==> src/rtl/fetch_pkg.sv <==
// Shared types and constants for the instruction fetch path.
package fetch_pkg;

  localparam int          PC_STEP          = 4;
  localparam logic [31:0] DEFAULT_RESET_PC = 32'h0000_0000;

  typedef enum logic {
    RUN   = 1'b0,
    FLUSH = 1'b1
  } fetchState_t;

  // Queue entry layout at the default 32-bit widths; the top packs {pc, data} in this order.
  typedef struct packed {
    logic [31:0] pc;
    logic [31:0] data;
  } fetchEntry_t;

endpackage

==> src/rtl/fetch_fifo.sv <==
// Synchronous FIFO with clear; 1-cycle write-to-read latency, push to a full FIFO is accepted only with a pop.
// No internal backpressure beyond the full/empty flags; clear has priority over push and pop.
module fetch_fifo #(
  parameter  int DEPTH = 2,
  parameter  int WIDTH = 32,
  localparam int CNT_W = $clog2(DEPTH + 1)
) (
  input  logic             clk,
  input  logic             rst,
  input  logic             push,
  input  logic [WIDTH-1:0] pushDat,
  input  logic             pop,
  output logic [WIDTH-1:0] popDat,
  input  logic             clear,
  output logic [CNT_W-1:0] count,
  output logic             full,
  output logic             empty
);
  localparam int PTR_W = $clog2(DEPTH);

  logic [WIDTH-1:0] mem [DEPTH];
  logic [PTR_W-1:0] wrPtr;
  logic [PTR_W-1:0] rdPtr;
  logic             doPush;
  logic             doPop;

  assign empty  = (count == '0);
  assign full   = (count == CNT_W'(DEPTH));
  assign doPop  = pop && !empty;
  assign doPush = push && (!full || doPop);
  assign popDat = mem[rdPtr];

  // Storage is reset so the head reads as zero out of reset.
  always_ff @(posedge clk or negedge rst) begin
    if (!rst) begin
      wrPtr <= '0;
      rdPtr <= '0;
      count <= '0;
      for (int i = 0; i < DEPTH; i++) mem[i] <= '0;
    end else if (clear) begin
      wrPtr <= '0;
      rdPtr <= '0;
      count <= '0;
    end else begin
      if (doPush) begin
        mem[wrPtr] <= pushDat;
        wrPtr      <= wrPtr + PTR_W'(1);
      end
      if (doPop) rdPtr <= rdPtr + PTR_W'(1);
      count <= count + CNT_W'(doPush) - CNT_W'(doPop);
    end
  end

endmodule

==> src/rtl/instruction_fetch_unit.sv <==
// Fetch PC owner: issues in-order word reads and queues {pc, word} for decode; request to inst_valid = L+1 cycles.
// Requests are credit-limited so outstanding + queued never exceeds QDEPTH; responses are never backpressured.
module instruction_fetch_unit
  import fetch_pkg::*;
#(
  parameter int                ADDR_W   = 32,
  parameter int                DATA_W   = 32,
  parameter logic [ADDR_W-1:0] RESET_PC = ADDR_W'(DEFAULT_RESET_PC),
  parameter int                QDEPTH   = 2
) (
  input  logic              clk,
  input  logic              rst,
  input  logic              redirect_valid,
  input  logic [ADDR_W-1:0] redirect_pc,
  output logic              imem_req_valid,
  input  logic              imem_req_ready,
  output logic [ADDR_W-1:0] imem_req_addr,
  input  logic              imem_rsp_valid,
  input  logic [DATA_W-1:0] imem_rsp_data,
  output logic              inst_valid,
  input  logic              inst_ready,
  output logic [DATA_W-1:0] inst_data,
  output logic [ADDR_W-1:0] inst_pc
);
  localparam int CNT_W = $clog2(QDEPTH + 1);

  fetchState_t              state;
  fetchState_t              nextState;
  logic                     reqValid;
  logic [ADDR_W-1:0]        fetchPc;
  logic [CNT_W-1:0]         dropCnt;
  logic [CNT_W-1:0]         pendCount;
  logic [CNT_W-1:0]         qCount;
  logic [CNT_W:0]           nextPend;
  logic [CNT_W:0]           nextQ;
  logic [ADDR_W-1:0]        pendPc;
  logic [ADDR_W+DATA_W-1:0] qHead;
  logic                     reqFire;
  logic                     instFire;
  logic                     qPush;
  logic                     pendFull;
  logic                     pendEmpty;
  logic                     qFull;
  logic                     qEmpty;

  assign reqFire        = reqValid && imem_req_ready;
  assign instFire       = inst_valid && inst_ready;
  assign qPush          = imem_rsp_valid && (dropCnt == '0);
  assign imem_req_valid = reqValid;
  assign imem_req_addr  = fetchPc;
  assign inst_valid     = !qEmpty;
  assign inst_pc        = qHead[ADDR_W+DATA_W-1:DATA_W];
  assign inst_data      = qHead[DATA_W-1:0];

  // Occupancy after this cycle; the pending-PC count doubles as the outstanding-request count.
  always_comb begin
    nextPend  = {1'b0, pendCount} + (CNT_W+1)'(reqFire) - (CNT_W+1)'(imem_rsp_valid);
    nextQ     = {1'b0, qCount} + (CNT_W+1)'(qPush) - (CNT_W+1)'(instFire);
    nextState = state;
    if (redirect_valid) begin
      nextQ     = '0;
      nextState = (nextPend != '0) ? FLUSH : RUN;
    end else if (state == FLUSH && dropCnt == '0) begin
      nextState = RUN;
    end
  end

  always_ff @(posedge clk or negedge rst) begin
    if (!rst) begin
      state    <= RUN;
      fetchPc  <= RESET_PC;
      dropCnt  <= '0;
      reqValid <= 1'b0;
    end else begin
      state    <= nextState;
      reqValid <= (nextState == RUN) && ((nextPend + nextQ) < (CNT_W+1)'(QDEPTH));
      if (redirect_valid) begin
        fetchPc <= {redirect_pc[ADDR_W-1:2], 2'b00};
        dropCnt <= nextPend[CNT_W-1:0];
      end else begin
        if (reqFire) fetchPc <= fetchPc + ADDR_W'(PC_STEP);
        if (imem_rsp_valid && dropCnt != '0) dropCnt <= dropCnt - CNT_W'(1);
      end
    end
  end

  fetch_fifo #(.DEPTH(QDEPTH), .WIDTH(ADDR_W)) pendFifo (
    .clk(clk), .rst(rst),
    .push(reqFire), .pushDat(fetchPc),
    .pop(imem_rsp_valid), .popDat(pendPc),
    .clear(1'b0), .count(pendCount), .full(pendFull), .empty(pendEmpty)
  );

  fetch_fifo #(.DEPTH(QDEPTH), .WIDTH(ADDR_W + DATA_W)) instQueue (
    .clk(clk), .rst(rst),
    .push(qPush), .pushDat({pendPc, imem_rsp_data}),
    .pop(instFire), .popDat(qHead),
    .clear(redirect_valid), .count(qCount), .full(qFull), .empty(qEmpty)
  );

  // A response with nothing outstanding is a memory-side protocol error.
  rspHasOwner: assert property (@(posedge clk) disable iff (!rst) imem_rsp_valid |-> !pendEmpty);
  reqHasSlot:  assert property (@(posedge clk) disable iff (!rst) reqFire |-> !pendFull);
  rspHasSlot:  assert property (@(posedge clk) disable iff (!rst) (qPush && !redirect_valid) |-> (!qFull || instFire));

endmodule

==> config.mk <==
export PLATFORM = sky130hd
export DESIGN_NAME = instruction_fetch_unit
export DESIGN_NICKNAME = d
export VERILOG_FILES = /design/src/rtl/fetch_pkg.sv /design/src/rtl/fetch_fifo.sv /design/src/rtl/instruction_fetch_unit.sv
export SDC_FILE = /design/constraint.sdc
export NUM_CORES = 1
export LEC_CHECK = 0
export CORE_UTILIZATION = 41
export CTS_CLUSTER_DIAMETER = 40
export DETAILED_ROUTE_END_ITERATION = 16
export GPL_TIMING_DRIVEN = 0
export PLACE_DENSITY = 0.63
export SYNTH_ARGS = -nofsm -noshare
export SYNTH_HDL_FRONTEND = slang
export SYNTH_HIERARCHICAL = 1
export SYNTH_SLANG_ARGS = --single-unit
==> constraint.sdc <==
create_clock -name clk -period 4.6 [get_ports clk]
set_clock_uncertainty 0.2 [all_clocks]
set_input_delay 0.92 -clock clk [delete_from_list [all_inputs] [get_ports clk]]
set_output_delay 0.92 -clock clk [all_outputs]
set_load 0.01 [all_outputs]
==> metrics.log <==
[metrics] vertical die dimension: 168 um
[metrics] die area: 28300 sq um
[metrics] final number of hold-violating endpoints: 0
[metrics] Pwr Density: 602 nW/um^2
[metrics] total via count after detailed routing: 7260
[metrics] worst setup slack for register-to-register paths: 1.47 ns
[metrics] final routed wirelength across all metal layers: 26200 um
[metrics] via count of the first global-routing pass: 7636
[metrics] r2r worst-path depth: 13
[metrics] layout cell share with drive strength beyond 1: 0.361
[metrics] largest net degree at the start of global routing: 109
[metrics] Max-cap violations: 0
[metrics] fraction of the cycle the final worst path needs: 0.913
[metrics] number of placement rows: 60
[metrics] routed wirelength normalized by instance count: 18.6 um
[metrics] outcome: finished, final reports clean
[metrics] via-per-instance ratio: 5.16
[metrics] cts repair resizes: 0
[metrics] unrepaired setup endpoints after global routing: no
[metrics] Final Instance Count excl. Fillers: 1408
[metrics] total number of clock tree sinks: 234
[metrics] Area Growth Syn to Fin: 30.1%
[metrics] number of DRC violations after detailed routing: 0
[metrics] Max Fanout on Critical Path: 10
[metrics] portion of total power attributed to sequential cells: 0.361
[metrics] kind of path behind the tightest hold check: input port to async pin
[metrics] ANT nets after route: 0
[metrics] WP data arrival: 3.08 ns
[metrics] synthesized area per cell: 13.8 sq um
[metrics] diodes inserted: 0
[metrics] part of the power in combinational logic: 0.330
[metrics] Initial Utilization: 0.419
[metrics] Post-CTS Hold Fix Bufs: 0
[metrics] global-route congestion overflow total: 0
[metrics] setup TNS after final layout: 0 ns
[metrics] Highest Clock Rate: 238 MHz
[metrics] CTS tree: done
[metrics] antenna violations before repair: 0
[metrics] fin nets: 1121
[metrics] worst vdd ir: 0.000286 V
[metrics] number of buffers added on ports: 163
[metrics] Filler Cell Count: 2295
[metrics] global-route wire length before repair: 42100 um
[metrics] Sw Pwr: 2.51 mW
[metrics] cell area after placement: 13500 sq um
[metrics] Placer Congestion: 0.802
[metrics] overall power: 8.88 mW
[metrics] Sw Ratio: 0.282
[metrics] time the final worst path needs with I/O delays and setup: 4.20 ns
[metrics] number of buffers created by CTS: 39
[metrics] Worst slew margin: 0.395
[metrics] Inst Count DP: 1338
[metrics] clock share of power: 0.310
[metrics] Total Routing Usage GR: 0.189
[metrics] CP Launch Type: register
[metrics] HPWL after detailed placement: 17600 um
[metrics] final design instance area without fill: 14700 sq um
[metrics] cell at the root of the clock tree: clkbuf_16
[metrics] endpoint of the worst-slack reg-to-reg timing path: imem_req_valid
[metrics] required time at the worst-slack endpoint: 3.48 ns
[metrics] startpoint of the lowest-slack register-to-register path: dropCnt[0]
[metrics] clock input transition at the sequential cells of the worst setup and hold paths: 0.06 ns
[metrics] I/O pins: 168
[metrics] synthesized netlist cell count: 821
[metrics] sequential cell area in the final layout: 5860 sq um
[metrics] Power Internal: 6.37 mW
[metrics] Leakage: 6.49 nW
[metrics] number of warning messages in the yosys log: 6
[metrics] max-slew violation count: 0
[metrics] iteration-0 DRC count of the detailed router: 440
[metrics] Die W: 168 um
[metrics] insertion delay of the later-clocked pin in the worst-skew pair: 0.51 ns
[metrics] largest buffer count on any clock path: 3
[metrics] final core utilization: 0.546
[metrics] cell area after synthesis: 11300 sq um
[metrics] class of the most critical setup path: register to output port
[metrics] H-tree depth reported by CTS: 2
[metrics] Setup Fix Bufs, Post-CTS: 0
[metrics] area of the core region: 27000 sq um
[metrics] Multi-input gate area: 5120 sq um
[metrics] Worst-Margin Slew: 0.908 ns
[metrics] Setup-failing EPs final: 0
[metrics] Critical Path Sink Type: output port
[metrics] Pre-Repair DR Iteration Count: 4
==> registers in the layout, summed over array words and instances (netlist names) <==
register and count:
instQueue/mem 128, pendFifo/mem 64, imem_req_addr 30, dropCnt 2, instQueue/count 2, pendFifo/count 2
imem_req_valid 1, instQueue/rdPtr 1, instQueue/wrPtr 1, pendFifo/rdPtr 1, pendFifo/wrPtr 1, state 1
==> how the worst max path moves through the flow <==
stage                         start                  to  cells after the start
CTS                 instQueue/rdPtr          inst_pc[9]                      4
floorplan            imem_rsp_valid      imem_req_valid                     11
global placement                rst  instQueue/mem[104]                      1
finish              instQueue/rdPtr         inst_pc[11]                      4
detailed placement   imem_rsp_valid      imem_req_valid                     12
global route        instQueue/rdPtr         inst_pc[11]                      4
==> cell usage in the layout, fill, tap and decap left out, types with 8 or more instances in the layout <==
cell / instances
or4_1: 15
clkdlybuf4s50_1: 162
inv_1: 20
conb_1: 12
buf_6: 14
mux2_2: 194
nor2_1: 27
xor2_1: 8
mux2_4: 90
o21ai_0: 18
clkbuf_16: 39
xnor2_1: 14
clkbuf_1: 23
nand3_1: 12
nand4_1: 12
ha_1: 10
dfrtp_1: 234
a31oi_1: 14
o31ai_1: 11
clkinvlp_4: 8
nand2_1: 37
==> final cells by class <==
type                            count  share of cell area
Clock inverter                     20              0.0121
Buffer                             48              0.0221
Sequential cell                   234               0.397
Inverter                           20             0.00509
Timing Repair Buffer              165               0.115
Multi-Input combinational cell    530               0.347
Clock buffer                       50              0.0731
Tap cell                          341              0.0289
==> critical path, cell delays in order, from the launching register on <==
cell             delay (ns)
dfrtp_1                0.34
clkbuf_1               0.68
clkbuf_1               0.62
mux2_2                 0.45
clkdlybuf4s50_1        0.49
==> through the flow <==
step / hold WS, ns / setup slack, ns
6_report: 0.146 / 0.399
5_1_grt: 0.169 / 0.243
4_1_cts: 0.151 / 0.327
3_5_place_dp: 0.273 / 0.556
3_3_place_gp: 0.263 / -7.95
2_1_floorplan: 0.252 / 1.35
==> power groups by stage <==
stage / clock network, mW / registers, mW / logic (mW)
after detailed placement: 0 / 3.22 / 2.95
after CTS: 2.82 / 3.21 / 2.97
after global placement: 0 / 3.21 / 2.89
after floorplan: 0 / 3.10 / 1.90
after global routing: 2.92 / 3.30 / 3.17
final: 2.75 / 3.20 / 2.93
==> metal layers <==
layer	wire length (um)	part of all wire	up-vias	global-route usage
li1	-	-	3393	-
met1	12500	0.48	3610	0.270
met2	11700	0.45	215	0.291
met3	1430	0.055	42	0.0348
met4	539	0.021	0	0.0569
met5	0	0	-	0
No activity file was read; power rests on OpenSTA's default activity.
